--- src/rtl/return_address_stack.sv ---
// -----------------------------------------------------------------------------
// return_address_stack
//
// Return-address stack for call/return prediction. Each retiring JAL/JALR
// is classified by its rd/rs1 against the link registers (x1, x5). Calls push
// their link address (pc_old + 4). Returns pop a predicted target. A
// coroutine-style JALR (rd and rs1 are different link registers) pops and then
// pushes.
//
// Parameters
//   XLEN      width of stored link/target addresses
//   DEPTH     number of entries (power of two, >= 2)
//   WRAP_MODE 1: a push on a full stack overwrites the oldest entry
//             0: a push on a full stack is dropped
//
// Ports
//   clk              in   core clock, rising edge
//   reset            in   asynchronous active-low reset
//   flush            in   synchronous clear of the stack (beats any op)
//   op_valid         in   jump presented this cycle
//   is_jal/is_jalr   in   instruction type (both or neither -> no op)
//   rd, rs1          in   register indices used for classification
//   link_addr        in   pc_old + 4 of the jump
//   tos_valid        out  stack non-empty (combinational from state)
//   tos_addr         out  top-of-stack value, 0 when empty
//   pop_target_valid out  one-cycle pulse after a successful pop
//   pop_target       out  target returned by the last successful pop
//   count            out  number of valid entries
//   overflow         out  one-cycle pulse after a push on a full stack
//   underflow        out  one-cycle pulse after a pop on an empty stack
//
// Handshake: there is no backpressure. An op is accepted in every cycle in
// which op_valid is high. Its effects appear on the state outputs right after
// the next rising edge, and the pulses are high for exactly that one cycle.
// -----------------------------------------------------------------------------
module return_address_stack #(
  parameter int XLEN      = 32,
  parameter int DEPTH     = 8,
  parameter int WRAP_MODE = 1
) (
  input  logic                       clk,
  input  logic                       reset,
  input  logic                       flush,
  input  logic                       op_valid,
  input  logic                       is_jal,
  input  logic                       is_jalr,
  input  logic [4:0]                 rd,
  input  logic [4:0]                 rs1,
  input  logic [XLEN-1:0]            link_addr,
  output logic                       tos_valid,
  output logic [XLEN-1:0]            tos_addr,
  output logic                       pop_target_valid,
  output logic [XLEN-1:0]            pop_target,
  output logic [$clog2(DEPTH):0]     count,
  output logic                       overflow,
  output logic                       underflow
);

  localparam int PW = $clog2(DEPTH);
  localparam int CW = PW + 1;

  // Storage and pointers. sp_q points at the next free slot. Because DEPTH is
  // a power of two, PW-bit arithmetic on sp_q wraps modulo DEPTH by itself.
  logic [XLEN-1:0] entry_q [DEPTH];
  logic [PW-1:0]   sp_q, sp_d;
  logic [CW-1:0]   count_q, count_d;
  logic [XLEN-1:0] pop_target_q, pop_target_d;
  logic            ptv_q, ptv_d;
  logic            ovf_q, ovf_d;
  logic            unf_q, unf_d;

  // Write port of the entry array.
  logic            wr_en;
  logic [PW-1:0]   wr_idx;

  // Decoded op for this cycle.
  logic            link_rd, link_rs1;
  logic            op_push, op_pop, op_pop_push;

  logic            empty, full;
  logic [PW-1:0]   top_idx;
  logic [XLEN-1:0] top_val;

  assign link_rd  = (rd  == 5'd1) || (rd  == 5'd5);
  assign link_rs1 = (rs1 == 5'd1) || (rs1 == 5'd5);

  assign empty   = (count_q == '0);
  assign full    = (count_q == CW'(DEPTH));
  assign top_idx = sp_q - PW'(1);
  assign top_val = entry_q[top_idx];

  // Classification. JALR with rd == rs1 (both link regs) is treated as a
  // plain call. Only distinct link registers mean pop-then-push.
  always_comb begin
    op_push     = 1'b0;
    op_pop      = 1'b0;
    op_pop_push = 1'b0;
    if (op_valid && (is_jal != is_jalr)) begin
      if (is_jal) begin
        op_push = link_rd;
      end else if (!link_rd && link_rs1) begin
        op_pop = 1'b1;
      end else if (link_rd && (!link_rs1 || (rd == rs1))) begin
        op_push = 1'b1;
      end else if (link_rd && link_rs1) begin
        op_pop_push = 1'b1;
      end
    end
  end

  // Next-state logic.
  always_comb begin
    sp_d         = sp_q;
    count_d      = count_q;
    pop_target_d = pop_target_q;
    ptv_d        = 1'b0;
    ovf_d        = 1'b0;
    unf_d        = 1'b0;
    wr_en        = 1'b0;
    wr_idx       = sp_q;

    if (flush) begin
      sp_d    = '0;
      count_d = '0;
    end else if (op_push) begin
      if (!full) begin
        wr_en   = 1'b1;
        sp_d    = sp_q + PW'(1);
        count_d = count_q + CW'(1);
      end else begin
        ovf_d = 1'b1;
        // With wrap, the slot at sp_q is the oldest entry when full, so
        // writing there drops the oldest entry and keeps count at DEPTH.
        if (WRAP_MODE != 0) begin
          wr_en = 1'b1;
          sp_d  = sp_q + PW'(1);
        end
      end
    end else if (op_pop) begin
      if (!empty) begin
        pop_target_d = top_val;
        ptv_d        = 1'b1;
        sp_d         = top_idx;
        count_d      = count_q - CW'(1);
      end else begin
        unf_d = 1'b1;
      end
    end else if (op_pop_push) begin
      if (!empty) begin
        // Replace the top in place. sp and count do not move.
        pop_target_d = top_val;
        ptv_d        = 1'b1;
        wr_en        = 1'b1;
        wr_idx       = top_idx;
      end else begin
        // The pop half underflows. The push half still lands.
        unf_d   = 1'b1;
        wr_en   = 1'b1;
        sp_d    = sp_q + PW'(1);
        count_d = CW'(1);
      end
    end
  end

  always_ff @(posedge clk or negedge reset) begin
    if (!reset) begin
      for (int i = 0; i < DEPTH; i++) begin
        entry_q[i] <= '0;
      end
      sp_q         <= '0;
      count_q      <= '0;
      pop_target_q <= '0;
      ptv_q        <= 1'b0;
      ovf_q        <= 1'b0;
      unf_q        <= 1'b0;
    end else begin
      if (wr_en) begin
        entry_q[wr_idx] <= link_addr;
      end
      sp_q         <= sp_d;
      count_q      <= count_d;
      pop_target_q <= pop_target_d;
      ptv_q        <= ptv_d;
      ovf_q        <= ovf_d;
      unf_q        <= unf_d;
    end
  end

  assign tos_valid        = !empty;
  assign tos_addr         = empty ? '0 : top_val;
  assign pop_target_valid = ptv_q;
  assign pop_target       = pop_target_q;
  assign count            = count_q;
  assign overflow         = ovf_q;
  assign underflow        = unf_q;

endmodule

--- config.mk ---
export PLATFORM = sky130hd
export DESIGN_NAME = return_address_stack
export DESIGN_NICKNAME = d
export VERILOG_FILES = /design/src/rtl/return_address_stack.sv
export SDC_FILE = /design/constraint.sdc
export NUM_CORES = 1
export LEC_CHECK = 0
export ABC_AREA = 1
export CORE_ASPECT_RATIO = 0.8
export CORE_MARGIN = 4
export CORE_UTILIZATION = 45
export CTS_CLUSTER_DIAMETER = 100
export DETAILED_ROUTE_END_ITERATION = 10
export HOLD_SLACK_MARGIN = 0.12
export PLACE_DENSITY = 0.71
export SYNTH_ARGS = -nofsm -noshare
export SYNTH_HDL_FRONTEND = slang
export SYNTH_SLANG_ARGS = --single-unit
--- constraint.sdc ---
create_clock -name clk -period 4.7 [get_ports clk]
set_clock_uncertainty 0.15 [all_clocks]
set_input_delay 0.94 -clock clk [delete_from_list [all_inputs] [get_ports clk]]
set_output_delay 0.94 -clock clk [all_outputs]
set_load 0.05 [all_outputs]
==> results.py <==
metrics = {
    "clock_network": {
        "clkTransAtPathRegs_ns": 0.07,
        "cts_sinks": 298,
        "root_buffer": "clkbuf_16",
        "cts_hold_buf": 0,
        "clock_latency_ns": 0.57,
        "cts_buffer_depth": 3,
        "cts_setup_buffers": 0,
        "cts_resized": 0,
        "htree_levels": 1,
        "cts_buffers": 30,
        "cts_tree": "done",
    },
    "critical_path": {
        "worst_setup_path_start_kind": "flip-flop",
        "worstSetupPathType": "flip-flop to primary output",
        "cp_max_fo": 52,
        "critPathArrivalTime_ns": 3.44,
        "cp.required_ns": 3.61,
        "regToRegSetupSlack_ns": 0.91,
        "cpLargestDelayFamily": "buffers and inverters",
        "reg2reg_to": "entry_q[63]",
        "endpoint_kind": "primary output",
        "slowest_stage": "inv_2",
        "crit_buf_inv": 4,
        "crit_chain": "inv_1 -> ha_1 -> inv_2 -> buf_12 -> o21ai_0 -> o21ai_0 -> nand2_1 -> a21oi_1 -> buf_12",
        "reg2reg_depth": 14,
        "r2r_start": "sp_q[1]",
        "max_stage_delay_ns": 0.49,
    },
    "global_route": {
        "grt.busiest_layer": "met2",
        "grt_antenna_before_repair": 1,
        "grt_max_degree": 228,
        "grt_use_met1_pct": 37.8,
        "overflow": 0,
        "grt_use_total_pct": 26.2,
        "grt_pass1_wl_um": 79600,
        "met3_usage_pct": 5.03,
        "grt_pass1_vias": 14100,
        "met2_usage_pct": 40.9,
    },
    "synth": {
        "async_flop_share_pct": 100,
        "synth_area_leader_cell": "dfrtp_1",
        "syn_inst": 2047,
        "seq_area_frac_synth_pct": 48.3,
        "ys_ff_latch": 298,
        "synth_edf_count": 0,
        "synthTopCellsByCount": "nand2_1, dfrtp_1, o21ai_0, a21oi_1, inv_1",
        "ys.warnings.count": 0,
        "syn_avg_cell_area_sq_um": 7.55,
        "synth_fp_nets": 2100,
        "post-synth-top-count-cell": "nand2_1",
        "synth_cell_types": 29,
        "synthTopCellsByArea": "dfrtp_1, nand2_1, o21ai_0",
        "synth.top_cell.area_share_pct": 48.3,
        "synth-main-ff-cell": "dfrtp_1",
        "syn-cell-area_sq_mm": 0.0154,
    },
    "sta": {
        "fin_ws_ns": 0.166,
        "min_period_ns": 4.53,
        "timing.final.crit_share_pct": 96.5,
        "rsz0062_at_grt": "no",
        "drv_slew": 0,
        "fmaxAchievable_mhz": 221,
        "timing_hold_violations_final": 0,
        "timing.slew.headroom_pct": 33.0,
        "tightest_slew_ns": 1.00,
        "tns_ns": 0,
        "setup_viol": 0,
    },
    "routing": {
        "vias": 14400,
        "dr.pass1.iters": 6,
        "drtAntennaViolNets": 0,
        "drtIter0Drc": 1552,
        "drt_drc_violations_left": 0,
        "wl_per_cell_um": 19.6,
        "vias_per_cell": 5.73,
        "drt-total-wl_um": 49400,
    },
    "placement": {
        "post-place-cells": 2468,
        "gp_congestion": 0.818,
        "portBuffers": 119,
        "pre_cts_ws_ns": 0.603,
        "dp_hpwl_um": 29100,
    },
    "cells_and_area": {
        "drive_gt1_share_pct": 7.19,
        "layout.nets": 2119,
        "antenna_cells": 0,
        "fin_util_pct": 53.8,
        "syn_to_final_growth_pct": 17.6,
        "final_cells": 2521,
    },
    "floorplanning": {
        "io_pins": 120,
        "row_count": 60,
        "die_h_um": 174,
        "initial_core_util_pct": 45.7,
        "die_w_um": 215,
        "core_sq_mm": 0.0338,
        "die_area_sq_mm": 0.0374,
    },
    "pwr": {
        "p_int_uw": 5020,
        "clkPwrFrac_pct": 29.8,
        "p_leak_uw": 0.00909,
        "p_comb_share_pct": 34.9,
        "pwr-share-seq_pct": 35.4,
        "sw_frac_of_total_pct": 37.5,
        "p_per_area_mw_per_mm2": 442,
        "vdd_ir_drop_max_v": 0.000295,
        "p_sw_uw": 3010,
    },
    "job": {
        "maxCapViolations": 0,
    },
    "hold_path": {
        "hold_class": "input port to asynchronous set/reset pin",
    },
    "run_status": {
        "status": "finished clean",
    },
}
## layout make-up
type                    instances  area (sq um)
flip-flops and latches        298          7460
multi-input cells            1442          6750
well taps                     434           543
clock buffers                  42           847
fillers                      3158         15600
inverters                     125           474
repair buffers                169          1990
clock inverters                11           110
## metal layers
metal  part of all wire, %  up-vias  routed length [um]
met5                 0.026        -                  13
met4                   2.1        2                1030
met3                   9.9       92                4870
met2                    44      727               21900
met1                    44     6944               21500
li1                      -     6678                   -
## worst register-to-register path, delay by kind of cell (launching register included)
kind                     cells  cell delay (ns)
flip-flops                   1             0.42
adder cells (fa/ha/maj)      1             0.27
AO/OA/AOI/OAI                1             0.14
buffers and inverters        5             1.38
AND/OR/NAND/NOR              7             1.31
## power groups by stage
stage / clock (uW) / combinational (uW) / sequential (uW)
CTS: 2420 / 2780 / 2840
global route: 2530 / 3010 / 2860
finish: 2390 / 2800 / 2840
global placement: 0 / 2740 / 2880
detailed placement: 0 / 2770 / 2890
floorplan: 0 / 1400 / 3110
## flip-flops by register name (all words and copies together) (netlist names)
register / count
pop_target_valid: 1
overflow: 1
pop_target: 32
sp_q: 3
count: 4
entry_q: 256
underflow: 1
## kinds of logic after synthesis
family	synth area share (%)
and+or+nand+nor	27.1
adders and majority gates	0.405
buffers and inverters	8.31
AOI/OAI and AO/OA	15.5
DFF	48.3
xor gates and xnor gates	0.389
## how the worst max path moves through the flow
stage,startpoint,end,slack [ns],cells after the start
2_1_floorplan,sp_q[0],tos_addr[0],0.11,14
3_3_place_gp,is_jal,entry_q[131],0.71,12
3_5_place_dp,is_jal,entry_q[131],0.60,12
4_1_cts,sp_q[1],tos_addr[11],0.24,9
5_1_grt,sp_q[1],tos_addr[22],0.05,9
6_report,sp_q[1],tos_addr[11],0.17,9
## cell usage in the layout (no fill, tap or decap), drive strengths merged, types with 7 or more instances in the layout
cell and n:
nor2 53, dfrtp 298, o21bai 96, clkdlybuf4s50 86, clkbuf 42, clkinv 7, inv 125, o21ai 199
nand2 762, a21oi 132, nand4 106, buf 83, nand3 78
## per-stage QoR
stage               total power, uW  area (sq um)  hold slack, ns
floorplan                      4510         15400           0.287
global route                   8400         18200           0.333
detailed placement             5650         17200           0.303
global placement               5620         17200           0.298
finish                         8030         18200           0.264
CTS                            8040         18200           0.304
(Power assumes the default switching activity.)
